### config.mk
export PLATFORM = sky130hd
export DESIGN_NAME = draw_arbiter
export DESIGN_NICKNAME = d
export VERILOG_FILES = /design/src/rtl/draw_arbiter.sv
export SDC_FILE = /design/constraint.sdc
export NUM_CORES = 1
export LEC_CHECK = 0
export BUFFER_PORTS_ARGS = -buffer_cell sky130_fd_sc_hd__clkbuf_2
export CORE_ASPECT_RATIO = 0.5
export CORE_MARGIN = 1
export CORE_UTILIZATION = 50
export DETAILED_ROUTE_END_ITERATION = 10
export GPL_TIMING_DRIVEN = 0
export HOLD_SLACK_MARGIN = 0.1
export MAX_ROUTING_LAYER = met4
export PLACE_DENSITY = 0.84
export SLEW_MARGIN = 20
export SYNTH_ARGS = -nofsm -noshare
export SYNTH_HDL_FRONTEND = slang
export SYNTH_SLANG_ARGS = --single-unit
### constraint.sdc
create_clock -name iClock -period 2.85 [get_ports iClock]
set_input_delay 0.57 -clock iClock [delete_from_list [all_inputs] [get_ports iClock]]
set_output_delay 0.57 -clock iClock [all_outputs]
set_load 0.01 [all_outputs]
### src/rtl/draw_arbiter.sv
// draw_arbiter: round-robin owner of the single VGA pixel-plot port.
// Three sprite drawers (character, maze walls, goal marker) request filled
// boxes; the granted box is rasterised one pixel per clock in row-major
// order, then the owner receives a one-cycle done pulse.
module draw_arbiter (
    input  logic        iClock,
    input  logic        iResetn,
    input  logic [2:0]  iReq,
    input  logic [23:0] iX,
    input  logic [20:0] iY,
    input  logic [23:0] iW,
    input  logic [20:0] iH,
    input  logic [17:0] iColour,
    output logic [2:0]  oGrant,
    output logic [2:0]  oDone,
    output logic [7:0]  oX,
    output logic [6:0]  oY,
    output logic [5:0]  oColour,
    output logic        oPlot,
    output logic        oBusy
);

    typedef enum logic [1:0] {
        ST_IDLE = 2'd0,
        ST_DRAW = 2'd1,
        ST_DONE = 2'd2
    } state_t;

    state_t      state_r, state_s;
    logic [1:0]  ptr_r, ptr_s;
    logic [2:0]  grant_r, grant_s;
    logic [7:0]  x0_r, x0_s;
    logic [6:0]  y0_r, y0_s;
    logic [7:0]  w_r, w_s;
    logic [6:0]  h_r, h_s;
    logic [5:0]  colour_r, colour_s;
    logic [7:0]  col_r, col_s;
    logic [6:0]  row_r, row_s;
    logic [1:0]  sel_s;
    logic [7:0]  pix_x_s;
    logic [6:0]  pix_y_s;

    // Successor of a requester index in the ring 0 -> 1 -> 2 -> 0.
    function automatic logic [1:0] next_idx(input logic [1:0] idx);
        case (idx)
            2'd0:    next_idx = 2'd1;
            2'd1:    next_idx = 2'd2;
            default: next_idx = 2'd0;
        endcase
    endfunction

    // First requester with its bit set, searching ptr, ptr+1, ptr+2.
    function automatic logic [1:0] pick(input logic [2:0] req, input logic [1:0] ptr);
        logic [1:0] c1;
        logic [1:0] c2;
        c1 = next_idx(ptr);
        c2 = next_idx(c1);
        if (req[ptr]) begin
            pick = ptr;
        end else if (req[c1]) begin
            pick = c1;
        end else begin
            pick = c2;
        end
    endfunction

    // One-hot encoding of a requester index.
    function automatic logic [2:0] onehot(input logic [1:0] idx);
        case (idx)
            2'd0:    onehot = 3'b001;
            2'd1:    onehot = 3'b010;
            default: onehot = 3'b100;
        endcase
    endfunction

    // Index of the requester currently holding the grant.
    function automatic logic [1:0] grant_idx(input logic [2:0] grant);
        case (grant)
            3'b010:  grant_idx = 2'd1;
            3'b100:  grant_idx = 2'd2;
            default: grant_idx = 2'd0;
        endcase
    endfunction

    // Next-state logic: grant decision, box latch and raster scan counters.
    always_comb begin
        state_s  = state_r;
        ptr_s    = ptr_r;
        grant_s  = grant_r;
        x0_s     = x0_r;
        y0_s     = y0_r;
        w_s      = w_r;
        h_s      = h_r;
        colour_s = colour_r;
        col_s    = col_r;
        row_s    = row_r;
        sel_s    = 2'd0;
        case (state_r)
            ST_IDLE: begin
                if (iReq != 3'b000) begin
                    sel_s   = pick(iReq, ptr_r);
                    grant_s = onehot(sel_s);
                    case (sel_s)
                        2'd0: begin
                            x0_s = iX[7:0];   y0_s = iY[6:0];   w_s = iW[7:0];
                            h_s  = iH[6:0];   colour_s = iColour[5:0];
                        end
                        2'd1: begin
                            x0_s = iX[15:8];  y0_s = iY[13:7];  w_s = iW[15:8];
                            h_s  = iH[13:7];  colour_s = iColour[11:6];
                        end
                        default: begin
                            x0_s = iX[23:16]; y0_s = iY[20:14]; w_s = iW[23:16];
                            h_s  = iH[20:14]; colour_s = iColour[17:12];
                        end
                    endcase
                    col_s = 8'd0;
                    row_s = 7'd0;
                    // An empty box skips the scan but still earns its done pulse.
                    if ((w_s == 8'd0) || (h_s == 7'd0)) begin
                        state_s = ST_DONE;
                    end else begin
                        state_s = ST_DRAW;
                    end
                end else begin
                    state_s = ST_IDLE;
                end
            end
            ST_DRAW: begin
                if (col_r == (w_r - 8'd1)) begin
                    // Counters freeze on the final pixel so oX/oY hold it afterwards.
                    if (row_r == (h_r - 7'd1)) begin
                        state_s = ST_DONE;
                    end else begin
                        col_s = 8'd0;
                        row_s = row_r + 7'd1;
                    end
                end else begin
                    col_s = col_r + 8'd1;
                end
            end
            ST_DONE: begin
                grant_s = 3'b000;
                ptr_s   = next_idx(grant_idx(grant_r));
                state_s = ST_IDLE;
            end
            default: begin
                state_s = ST_IDLE;
            end
        endcase
    end

    // State and datapath registers; reset abandons any job without a done pulse.
    always_ff @(posedge iClock or negedge iResetn) begin
        if (!iResetn) begin
            state_r  <= ST_IDLE;
            ptr_r    <= 2'd0;
            grant_r  <= 3'b000;
            x0_r     <= 8'd0;
            y0_r     <= 7'd0;
            w_r      <= 8'd0;
            h_r      <= 7'd0;
            colour_r <= 6'd0;
            col_r    <= 8'd0;
            row_r    <= 7'd0;
        end else begin
            state_r  <= state_s;
            ptr_r    <= ptr_s;
            grant_r  <= grant_s;
            x0_r     <= x0_s;
            y0_r     <= y0_s;
            w_r      <= w_s;
            h_r      <= h_s;
            colour_r <= colour_s;
            col_r    <= col_s;
            row_r    <= row_s;
        end
    end

    // Pixel outputs decoded from registered state; off-screen pixels are not plotted.
    always_comb begin
        pix_x_s = x0_r + col_r;
        pix_y_s = y0_r + row_r;
        oX      = pix_x_s;
        oY      = pix_y_s;
        oColour = colour_r;
        oGrant  = grant_r;
        oBusy   = (state_r != ST_IDLE);
        if (state_r == ST_DONE) begin
            oDone = grant_r;
        end else begin
            oDone = 3'b000;
        end
        if ((state_r == ST_DRAW) && (pix_x_s < 8'd160) && (pix_y_s < 7'd120)) begin
            oPlot = 1'b1;
        end else begin
            oPlot = 1'b0;
        end
    end

endmodule

; After elaboration in Yosys (flattened, before gate mapping)
; Index checks and enable logic that the tools add are counted.
[op_classes]
addsub = 6
order_cmp = 4
eq_ne = 15
mux = 42
reduce_logical = 19
[op_table]
columns = operator, n
row1 = one-hot mux 8 bit (2 select lines), 3
row2 = one-hot mux 7 bit (2 select lines), 3
row3 = 2-to-1 mux 8 bit, 5
row4 = 2-to-1 mux 7 bit, 5
row5 = 2-to-1 mux 2 bit, 11
row6 = one-hot mux 2 bit (2 select lines), 5
row7 = one-hot mux 3 bit (2 select lines), 2
row8 = one-hot mux 6 bit (2 select lines), 1
row9 = == test 2 x 1 -> 1 bit (second input constant), 5
row10 = logical NOT 2 bit, 5
row11 = adder 8 x 1 -> 8 bit (second input constant), 1
row12 = adder 8 bit, 1
row13 = == test 8 bit, 1
row14 = logical NOT 8 bit, 1
row15 = < comparator 8 bit (second input constant), 1
row16 = != test 2 bit (second input constant), 4
row17 = subtractor 8 x 1 -> 8 bit (second input constant), 1
row18 = adder 7 x 1 -> 7 bit (second input constant), 1
row19 = adder 7 bit, 1
row20 = == test 7 bit, 1
row21 = logical NOT 7 bit, 1
row22 = < comparator 7 bit (second input constant), 1
row23 = subtractor 7 x 1 -> 7 bit (second input constant), 1
row24 = < comparator 2 x 3 -> 1 bit (second input constant), 2
row25 = other kinds (14), 23
[word_totals]
regBits = 58
in_bits = 113
out_inout_bits = 29
wordCells = 96

; Logic depth before layout (Yosys ltp)
; Gate-level depths: netlist of the first run.
[depth]
word_depth = 19
depth_mapped = 11
mapped_depth_nobuf = 11

; Worst setup path before layout of the first run
; Ideal clock, no wire load.
[synth_path]
path_type = register to output
startpoint = register col_r[1]
endpoint = output oPlot
t_arrival_ns = 2.229
required_time_ns = 2.280
path_slack_ns = 0.051
path_stages_with_launch = 10
n_path_buf = 0
cell_sequence = dfrtp_1 ha_1 a21o_1 a21oi_1 nor2b_1 or4_1 a31oi_1 xnor2_1 o21ai_0 and3b_1
[synth_between]
elab_chain_cells = 5
[synth_lines]
columns = item, line
row1 = from (decl), 37  ; logic [7:0] col_r, col_s;
row2 = from (signal assigned), 175  ; col_r <= col_s;
row3 = adder 8 bit, 182  ; pix_x_s = x0_r + col_r;
row4 = via oX[7], 16  ; output logic [7:0] oX,
row5 = < comparator 8 bit, 194  ; if ((state_r == ST_DRAW) && (pix_x_s < 8'd160) && (pix_y_s < 7'd120)) begin
row6 = logical AND 1 bit (2 in a row), 194
row7 = 2-to-1 mux 1 bit, 194
row8 = to (decl), 19  ; output logic oPlot,
; The timed path passes the listed nets, and every way through them passes these cells.

; Final worst setup path of the first run
[layout_path]
startpoint = register col_r[1]
endpoint = output oPlot
[layout_between]
elab_chain_cells = 5
[layout_lines]
columns = item, line
row1 = adder 8 bit, 182
row2 = < comparator 8 bit, 194
row3 = logical AND 1 bit (2 in a row), 194
row4 = 2-to-1 mux 1 bit, 194
; Every way passes these cells.

==> results of run 1 <==
## logic make-up (layout without fill, tap and decap cells)
family / count (synthesis) / after routing / share of synthesized area [%]
compound gates: 170 / 170 / 27.5
xor+xnor: 33 / 33 / 7.24
fa+ha+maj: 19 / 19 / 6.33
buf+inv: 46 / 220 / 4.39
flops: 58 / 58 / 36.4
simple gates: 139 / 139 / 18.2
## area by class of cell
cell class | instances | share of cell area (%)
Buffer | 22 | 1.62
Clock buffer | 14 | 4.88
Clock inverter | 2 | 0.647
Inverter | 24 | 1.66
Multi-Input combinational cell | 361 | 45.7
Sequential cell | 58 | 26.9
Tap cell | 108 | 2.50
Timing Repair Buffer | 158 | 16.1
## flip-flops by register name, summed over array words and instances, names as in the netlist
register,count
w_r,8
ptr_r,2
x0_r,8
y0_r,7
h_r,7
col_r,8
row_r,7
oGrant,3
oColour,6
state_r,2
## through the flow
stage          total power, mW  instance area (sq um)  cells  TNS (ns)  hold WS (ns)
2_1_floorplan             3.34                   3990    465         0         0.274
3_3_place_gp              4.16                   4830    714     -4.07         0.465
3_5_place_dp              4.26                   4860    715     -4.15         0.418
4_1_cts                   5.53                   5280    740    -0.417         0.481
5_1_grt                   6.27                   5410    747     -1.11         0.522
6_report                  5.89                   5410    747    -0.628         0.475
## synthesized netlist by cell type, types with 2 or more instances
master	n	share of area (%)
sky130_fd_sc_hd__nor2_1	14	1.3
sky130_fd_sc_hd__a22o_1	33	7.2
sky130_fd_sc_hd__a222oi_1	2	0.50
sky130_fd_sc_hd__inv_1	24	2.3
sky130_fd_sc_hd__or3_1	4	0.63
sky130_fd_sc_hd__dfrtp_1	58	36
sky130_fd_sc_hd__clkbuf_1	18	1.7
sky130_fd_sc_hd__or4_1	2	0.38
sky130_fd_sc_hd__o21a_1	3	0.56
sky130_fd_sc_hd__o31ai_1	3	0.56
sky130_fd_sc_hd__nand4_1	8	1.3
sky130_fd_sc_hd__buf_1	2	0.19
sky130_fd_sc_hd__nor2b_1	9	1.4
sky130_fd_sc_hd__nor3_1	9	1.1
sky130_fd_sc_hd__nand3b_1	3	0.56
sky130_fd_sc_hd__and2_1	3	0.47
sky130_fd_sc_hd__buf_2	2	0.25
sky130_fd_sc_hd__nand3_1	12	1.5
sky130_fd_sc_hd__fa_1	2	1.0
sky130_fd_sc_hd__nor4_1	3	0.47
sky130_fd_sc_hd__xnor2_1	22	4.8
sky130_fd_sc_hd__a211oi_1	2	0.38
sky130_fd_sc_hd__a31oi_1	2	0.31
sky130_fd_sc_hd__o21ai_0	56	7.0
sky130_fd_sc_hd__nand2b_1	14	2.2
sky130_fd_sc_hd__a21o_1	4	0.75
sky130_fd_sc_hd__ha_1	17	5.3
sky130_fd_sc_hd__a21oi_1	46	5.8
sky130_fd_sc_hd__and3_1	4	0.63
sky130_fd_sc_hd__nand2_1	46	4.3
sky130_fd_sc_hd__o2111ai_1	2	0.44
sky130_fd_sc_hd__xor2_1	11	2.4
sky130_fd_sc_hd__o31a_1	2	0.44
sky130_fd_sc_hd__o21bai_1	4	0.75
## routing by layer
layer  vias up  track usage [%]  routed length [um]
li1       2023                -                   -
met1      2069             38.6                5220
met2       246             51.4                6150
met3        47             9.69                1260
met4         0             12.8                 395
met5         -                -                   0
## power by group
| group | internal [mW] | switching (mW) | total (mW) |
|---|---|---|---|
| clock network | 0.723 | 0.361 | 1.08 |
| registers | 1.17 | 0.435 | 1.60 |
| logic | 1.44 | 1.76 | 3.20 |
## worst reg2reg max path, stage by stage, from the launching register on
cell and delay (ns):
sky130_fd_sc_hd__dfrtp_1 0.43, sky130_fd_sc_hd__inv_1 0.08, sky130_fd_sc_hd__ha_1 0.20, sky130_fd_sc_hd__or3b_2 0.49, sky130_fd_sc_hd__nor4_1 0.40, sky130_fd_sc_hd__o22ai_1 0.18, sky130_fd_sc_hd__o31ai_2 0.32, sky130_fd_sc_hd__o21a_1 0.31
sky130_fd_sc_hd__o21ai_0 0.14, sky130_fd_sc_hd__o31ai_1 0.09
## path summary, 6_finish.rpt
path                              endpoint  slack [ns]       start  depth (start not counted)
worst min register to register  oColour[2]        0.47  oColour[2]                          2
worst min-delay path            oColour[2]        0.47  oColour[2]                          2
worst max-delay path                 oPlot       -0.42    col_r[1]                         10
max in group asynchronous         col_r[2]        1.73     iResetn                          3
worst max register to register    col_r[6]        0.11      h_r[0]                          9
min in group asynchronous       oColour[1]        0.62     iResetn                          2
## repair_timing
item / CTS / global route
hold buffers: 1 / 0
endpoints found under the setup margin: 5 / 35
hold endpoints to repair: 5 / 0
cloned: 0 / 0
resized for setup: 11 / 27
pin swaps: 5 / 16
setup buffers: 8 / 8
==> qor.csv, run 1 <==
stage,metric,value,unit
outcome,outcome,"complete, but fails checks",
outcome,violations in the final reports,negative setup slack,
finish,diode insertion count for antenna repair,0,
finish,fraction of final layout cells with drive strength greater than 1,31.9,%
synthesis,synthesized netlist cell count,465,
critical_path,class of the most critical setup path,register to output port,
grt,largest net degree at the start of global routing,54,
finish,area of the multi-input gates,0.00247,sq mm
critical_path,critical path arrival,2.70,ns
sta,relative slew slack,53.8,%
place,post-placement worst setup slack,-0.232,ns
sta,Least-Margin Pin Slew,0.691,ns
sta,setup violators final,4,
critical_path,Critical Path Start Type,register,
detailed_routing,final routed DRC violation total,0,
sta,RSZ-0062 raised after global routing,yes,
critical_path,Required @ worst endpoint,2.28,ns
worst_hold_path,Hold WC Path Type,register to register,
synthesis,syn nets,597,
detailed_routing,routed via count divided by cell count,5.87,
detailed_routing,DR vias,4385,
pwr,highest ir drop seen on vdd,0.521,mV
clock_network,H-Tree Depth,3,
synthesis,most common flop cell mapped by yosys,sky130_fd_sc_hd__dfrtp_1,
critical_path,critical-path cell with the highest stage delay,sky130_fd_sc_hd__dfrtp_2,
pwr,power per cell area,1090,mW/mm^2
critical_path,Worst path max stage delay,0.43,ns
synthesis,"Cell Area, Synth",0.00399,sq mm
sta,final period demand of the worst path,3.27,ns
sta,max-slew violation total from the final report,0,
floorplan,Core Footprint,0.00751,sq mm
detailed_routing,count of TritonRoute iterations in the first routing pass,5,
grt,total congestion overflow after global routing,0,
finish,layout overhead on the synthesized area,35.5,%
floorplan,initial standard-cell utilization of the core,53.1,%
synthesis,post-synthesis async set-or-reset flop share,100,%
finish,Final Net Count,766,
floorplan,total number of placement rows,22,
place,input/output buffers,141,
place,final weighted congestion of routability-driven global placement,0.892,
finish,"top library cells by usage in the layout, fill and taps aside","sky130_fd_sc_hd__clkbuf_2 (139), sky130_fd_sc_hd__o21ai_0 (54), sky130_fd_sc_hd__dfrtp_1 (54), sky130_fd_sc_hd__nand2_1 (46), sky130_fd_sc_hd__a21oi_1 (42)",
clock_network,"Clk Latency, worst-skew pair",0.33,ns
grt,GRT Util Overall,32.2,%
clock_network,Clock Root Buffer,sky130_fd_sc_hd__clkbuf_16,
critical_path,"Buf+Inv Stages, Crit Path",1,
critical_path,Critical Path Fanout Max,2,
detailed_routing,number of DRC violations after detailed-routing iteration 0,431,
clock_network,clock sink count,58,
finish,sequential cell area,0.00146,sq mm
clock_network,CTS tree,yes,
synthesis,yosys warns,0,
floorplan,I/O pins,142,
finish,end-of-flow core utilization,72.0,%
synthesis,number of register bits inferred by synthesis,58,
finish,"commonest non-fill, non-tap cell in the layout",sky130_fd_sc_hd__clkbuf_2,
job,max_cap viols,0,
floorplan,Die Footprint,0.00837,sq mm
detailed_routing,Total Wirelength,13000,um
critical_path,Critical Path End Type,output port,
sta,final setup margin,-0.422,ns
detailed_routing,antenna-violating nets left,0,
sta,share of the clock period used by the worst path,115,%
synthesis,number of flops mapped to enable cells by yosys,0,
pwr,Leak Pwr,2.68,nW
synthesis,number of unique standard cell types used by synthesis,53,
finish,number of inserted filler cells in the final layout,539,
detailed_routing,average wire per cell in the routed design,17.4,um
critical_path,kind of cell adding the most delay to the critical path,compound AO/OA/AOI/OAI gates,
clock_network,number of buffers inserted during clock tree synthesis,9,
clock_network,clock transition time at the flip-flop clock pins of the worst setup and hold paths,0.05,ns
sta,maximum frequency from static timing analysis,306,MHz
floorplan,DIE WIDTH,128,um
synthesis,Post-Synthesis Mean Instance Area,8.59,sq um
sta,total count of hold-check failures in the final report,0,
synthesis,portion of the post-synthesis area used by sequential elements,36.4,%
grt,global-route wire length before repair,19800,um
critical_path,cells along the critical path,ha_4 -> a21o_1 -> a21oi_2 -> nor2b_1 -> or4_1 -> a31oi_2 -> xnor2_1 -> o21ai_1 -> and3b_1 -> clkbuf_2,
grt,initial antenna violation count,0,
floorplan,die height,65.2,um
clock_network,Bufs on Longest Clock Path,2,
place,post-DP HPWL,9270,um
sta,skew final,0.00490,ns
grt,number of global-route vias before repair,4135,
Power figures use the tool's default switching activity.
==> inputs of run 2 (changes only) <==
==> constraint.sdc (replaced) <==
create_clock -name iClock -period 2.85 [get_ports iClock]
set_input_delay 0.57 -clock iClock [delete_from_list [all_inputs] [get_ports iClock]]
set_output_delay 0.57 -clock iClock [all_outputs]
set_load 0.05 [all_outputs]
==> run 2 against run 1 <==
Compared with the run above:
- die area is the same
- sequential power is essentially flat
- register-to-register slack lost 0.10 ns
- clock skew grew 0.0015 ns
- maximum frequency shrank 1.9%
- routed wire length grew 10%
- non-clock buffer count is the same
- sequential share of layout area shrank 0.90 points
- final cell count grew 0.13%
- power grew 28%
- core utilization grew 2.6 points
- the run still ends with negative setup slack left
==> qor.csv, run 2 (synthesis gave the netlist of run 1 again) <==
stage,metric,value,unit,change
outcome,outcome,"complete, but fails checks",,
outcome,violations in the final reports,negative setup slack,,
grt,total congestion overflow after global routing,0,,unchanged
job,max_cap viols,0,,unchanged
critical_path,slack of the worst reg-to-reg path,0.01,ns,-0.10 ns
clock_network,CTS tree,yes,,
critical_path,"Buf+Inv Stages, Crit Path",1,,unchanged
worst_hold_path,Hold WC Path Type,primary input to asynchronous set/reset pin,,
pwr,Total Power,7.55,mW,+28%
floorplan,initial standard-cell utilization of the core,53.1,%,unchanged
sta,skew final,0.00644,ns,+0.00154 ns
sta,relative slew slack,54.3,%,+0.55 points
place,input/output buffers,141,,unchanged
sta,max-slew violation total from the final report,0,,unchanged
critical_path,Critical Path Start Type,register,,
detailed_routing,count of TritonRoute iterations in the first routing pass,6,,+1
pwr,Comb power frac,62.8,%,+8.4 points
place,final weighted congestion of routability-driven global placement,0.867,,-2.8%
sta,maximum frequency from static timing analysis,300,MHz,-1.9%
critical_path,critical path arrival,2.77,ns,+0.07 ns
sta,total count of hold-check failures in the final report,0,,unchanged
critical_path,end of the worst register-to-register path,row_r[6],,
clock_network,clock sink count,58,,unchanged
floorplan,Die Footprint,0.00837,sq mm,unchanged
sta,setup violators final,5,,+1
pwr,power per cell area,1350,mW/mm^2,+24%
detailed_routing,number of DRC violations after detailed-routing iteration 0,498,,+16%
floorplan,DIE WIDTH,128,um,unchanged
critical_path,number of cells on the critical path,10,,unchanged
detailed_routing,final routed DRC violation total,0,,unchanged
clock_network,Clock Root Buffer,sky130_fd_sc_hd__clkbuf_16,,
floorplan,die height,65.2,um,unchanged
clock_network,number of hold buffers added after cts,0,,-1
critical_path,Worst path max stage delay,0.44,ns,about the same
critical_path,class of the most critical setup path,register to output port,,
pwr,sw frac,51.7,%,+8.3 points
critical_path,number of cells on the worst reg-to-reg path,10,,+1
finish,"commonest non-fill, non-tap cell in the layout",sky130_fd_sc_hd__clkbuf_2,,
place,post-DP HPWL,9210,um,-0.69%
critical_path,critical-path cell with the highest stage delay,sky130_fd_sc_hd__or4_4,,
pwr,proportion of power drawn by the clock network,16.0,%,-2.4 points
clock_network,number of buffers inserted during clock tree synthesis,9,,unchanged
sta,Least-Margin Pin Slew,0.685,ns,-0.00577 ns
critical_path,worst flop-to-flop path startpoint,w_r[1],,
floorplan,Core Footprint,0.00751,sq mm,unchanged
pwr,highest ir drop seen on vdd,0.719,mV,+38%
grt,largest net degree at the start of global routing,38,,-30%
grt,GRT Util Overall,34.5,%,+2.3 points
critical_path,Required @ worst endpoint,2.28,ns,about the same
floorplan,total number of placement rows,22,,unchanged
finish,Final Net Count,767,,+0.13%
finish,"top library cells by usage in the layout, fill and taps aside","sky130_fd_sc_hd__clkbuf_2 (138), sky130_fd_sc_hd__o21ai_0 (54), sky130_fd_sc_hd__dfrtp_1 (52), sky130_fd_sc_hd__nand2_1 (46), sky130_fd_sc_hd__a21oi_1 (42)",,
finish,largest registers,"col_r: 8 flops, w_r: 8 flops, x0_r: 8 flops",,
place,dpl cell area,0.00496,sq mm,+1.9%
sta,share of the clock period used by the worst path,117,%,+2.2 points
detailed_routing,Total Wirelength,14300,um,+10%
clock_network,Bufs on Longest Clock Path,2,,unchanged
pwr,share of total power in sequential cells,21.3,%,-5.9 points
clock_network,"Clk Latency, worst-skew pair",0.34,ns,about the same
pwr,Leak Pwr,2.76,nW,+2.7%
finish,"Non-Filler Cell Area, Final",0.00561,sq mm,+3.6%
detailed_routing,routed via count divided by cell count,6.05,,+3.1%
sta,final setup margin,-0.486,ns,-0.0640 ns
detailed_routing,antenna-violating nets left,0,,unchanged
sta,final period demand of the worst path,3.34,ns,+0.0640 ns
floorplan,I/O pins,142,,unchanged
sta,RSZ-0062 raised after global routing,yes,,
critical_path,Critical Path Fanout Max,2,,unchanged
pwr,Internal Pwr Total,3.64,mW,+9.4%
clock_network,clock transition time at the flip-flop clock pins of the worst setup and hold paths,0.05,ns,about the same
critical_path,cells along the critical path,ha_1 -> a21o_1 -> a21oi_2 -> nor2b_2 -> or4_4 -> a31oi_4 -> xnor2_4 -> o21ai_2 -> and3b_2 -> buf_8,,
detailed_routing,average wire per cell in the routed design,19.2,um,+9.9%
finish,layout overhead on the synthesized area,40.5,%,
finish,fraction of final layout cells with drive strength greater than 1,34.4,%,+2.5 points
pwr,Switching Power,3.90,mW,+53%
clock_network,H-Tree Depth,3,,unchanged
grt,global-route wire length before repair,21000,um,+5.9%
critical_path,Critical Path End Type,output port,,
finish,diode insertion count for antenna repair,0,,unchanged
grt,number of global-route vias before repair,4298,,+3.9%
detailed_routing,DR vias,4527,,+3.2%
grt,initial antenna violation count,0,,unchanged
critical_path,kind of cell adding the most delay to the critical path,simple AND/OR/NAND/NOR gates,,
run 2: cell count changes in the layout (fill, tap and decap cells not counted), moves of 3 or more:
cell	previous run	this run
sky130_fd_sc_hd__xnor2_4	0	3
sky130_fd_sc_hd__clkbuf_1	19	14
sky130_fd_sc_hd__inv_1	20	23
sky130_fd_sc_hd__inv_2	4	0
run 2: worst max-delay path by stage:
stage             start         end  slack (ns)
2_1_floorplan  row_r[0]       oPlot       -0.16
3_3_place_gp    iReq[2]  oColour[5]       -0.34
3_5_place_dp    iReq[2]     x0_r[1]       -0.37
4_1_cts         x0_r[1]       oPlot       -0.44
5_1_grt         x0_r[1]       oPlot       -0.57
6_report        x0_r[1]       oPlot       -0.49
run 2: per-layer routing:
layer	up-vias	GRT usage [%]	wire length, um
li1	2025	-	-
met1	2140	41.8	5610
met2	289	54.0	6550
met3	73	8.96	1500
met4	0	17.4	661
met5	-	-	0
run 2: worst register-to-register path: stages, from the launching register on:
cell and delay (ns):
sky130_fd_sc_hd__dfrtp_1 0.49, sky130_fd_sc_hd__inv_1 0.11, sky130_fd_sc_hd__ha_1 0.33, sky130_fd_sc_hd__inv_1 0.09, sky130_fd_sc_hd__or3_1 0.36, sky130_fd_sc_hd__a21oi_1 0.23
sky130_fd_sc_hd__o21ai_2 0.15, sky130_fd_sc_hd__o21bai_4 0.26, sky130_fd_sc_hd__nand4b_4 0.16, sky130_fd_sc_hd__or3_1 0.38, sky130_fd_sc_hd__a21oi_1 0.19
run 2: what timing repair did:
item | 4_1_cts | 5_1_grt
gates cloned | 0 | 1
pin swaps | 5 | 12
buffers inserted | 5 | 12
resized for setup | 27 | 28
setup endpoints to repair | 25 | 35
run 2: through the flow:
step | setup TNS (ns) | worst slack [ns] | utilization, % | hold slack [ns] | instances
final | -1.04 | -0.486 | 74.6 | 0.146 | 748
after global routing | -1.97 | -0.573 | 74.6 | 0.164 | 748
after CTS | -0.704 | -0.442 | 72.4 | 0.149 | 736
after detailed placement | -6.85 | -0.374 | 66.0 | 0.485 | 715
after global placement | -5.77 | -0.337 | 65.7 | 0.463 | 714
after floorplan | -0.157 | -0.157 | - | 0.274 | 465
run 2: cell type report:
cell class	count	area, sq um
plain buffers	22	90.1
clock buffers	10	239
clock inverters	6	88.8
fillers	522	1910
inverters	24	92.6
multi-input cells	362	2590
flip-flops and latches	58	1460
well taps	108	135
repair buffers	158	913
run 2: power by group through the flow:
| stage | clock network [mW] | registers [mW] | logic [mW] |
|---|---|---|---|
| floorplan | 0 | 1.62 | 2.87 |
| global placement | 0 | 1.55 | 3.74 |
| detailed placement | 0 | 1.56 | 3.86 |
| CTS | 1.20 | 1.54 | 4.19 |
| global route | 1.23 | 1.63 | 5.05 |
| finish | 1.20 | 1.60 | 4.74 |
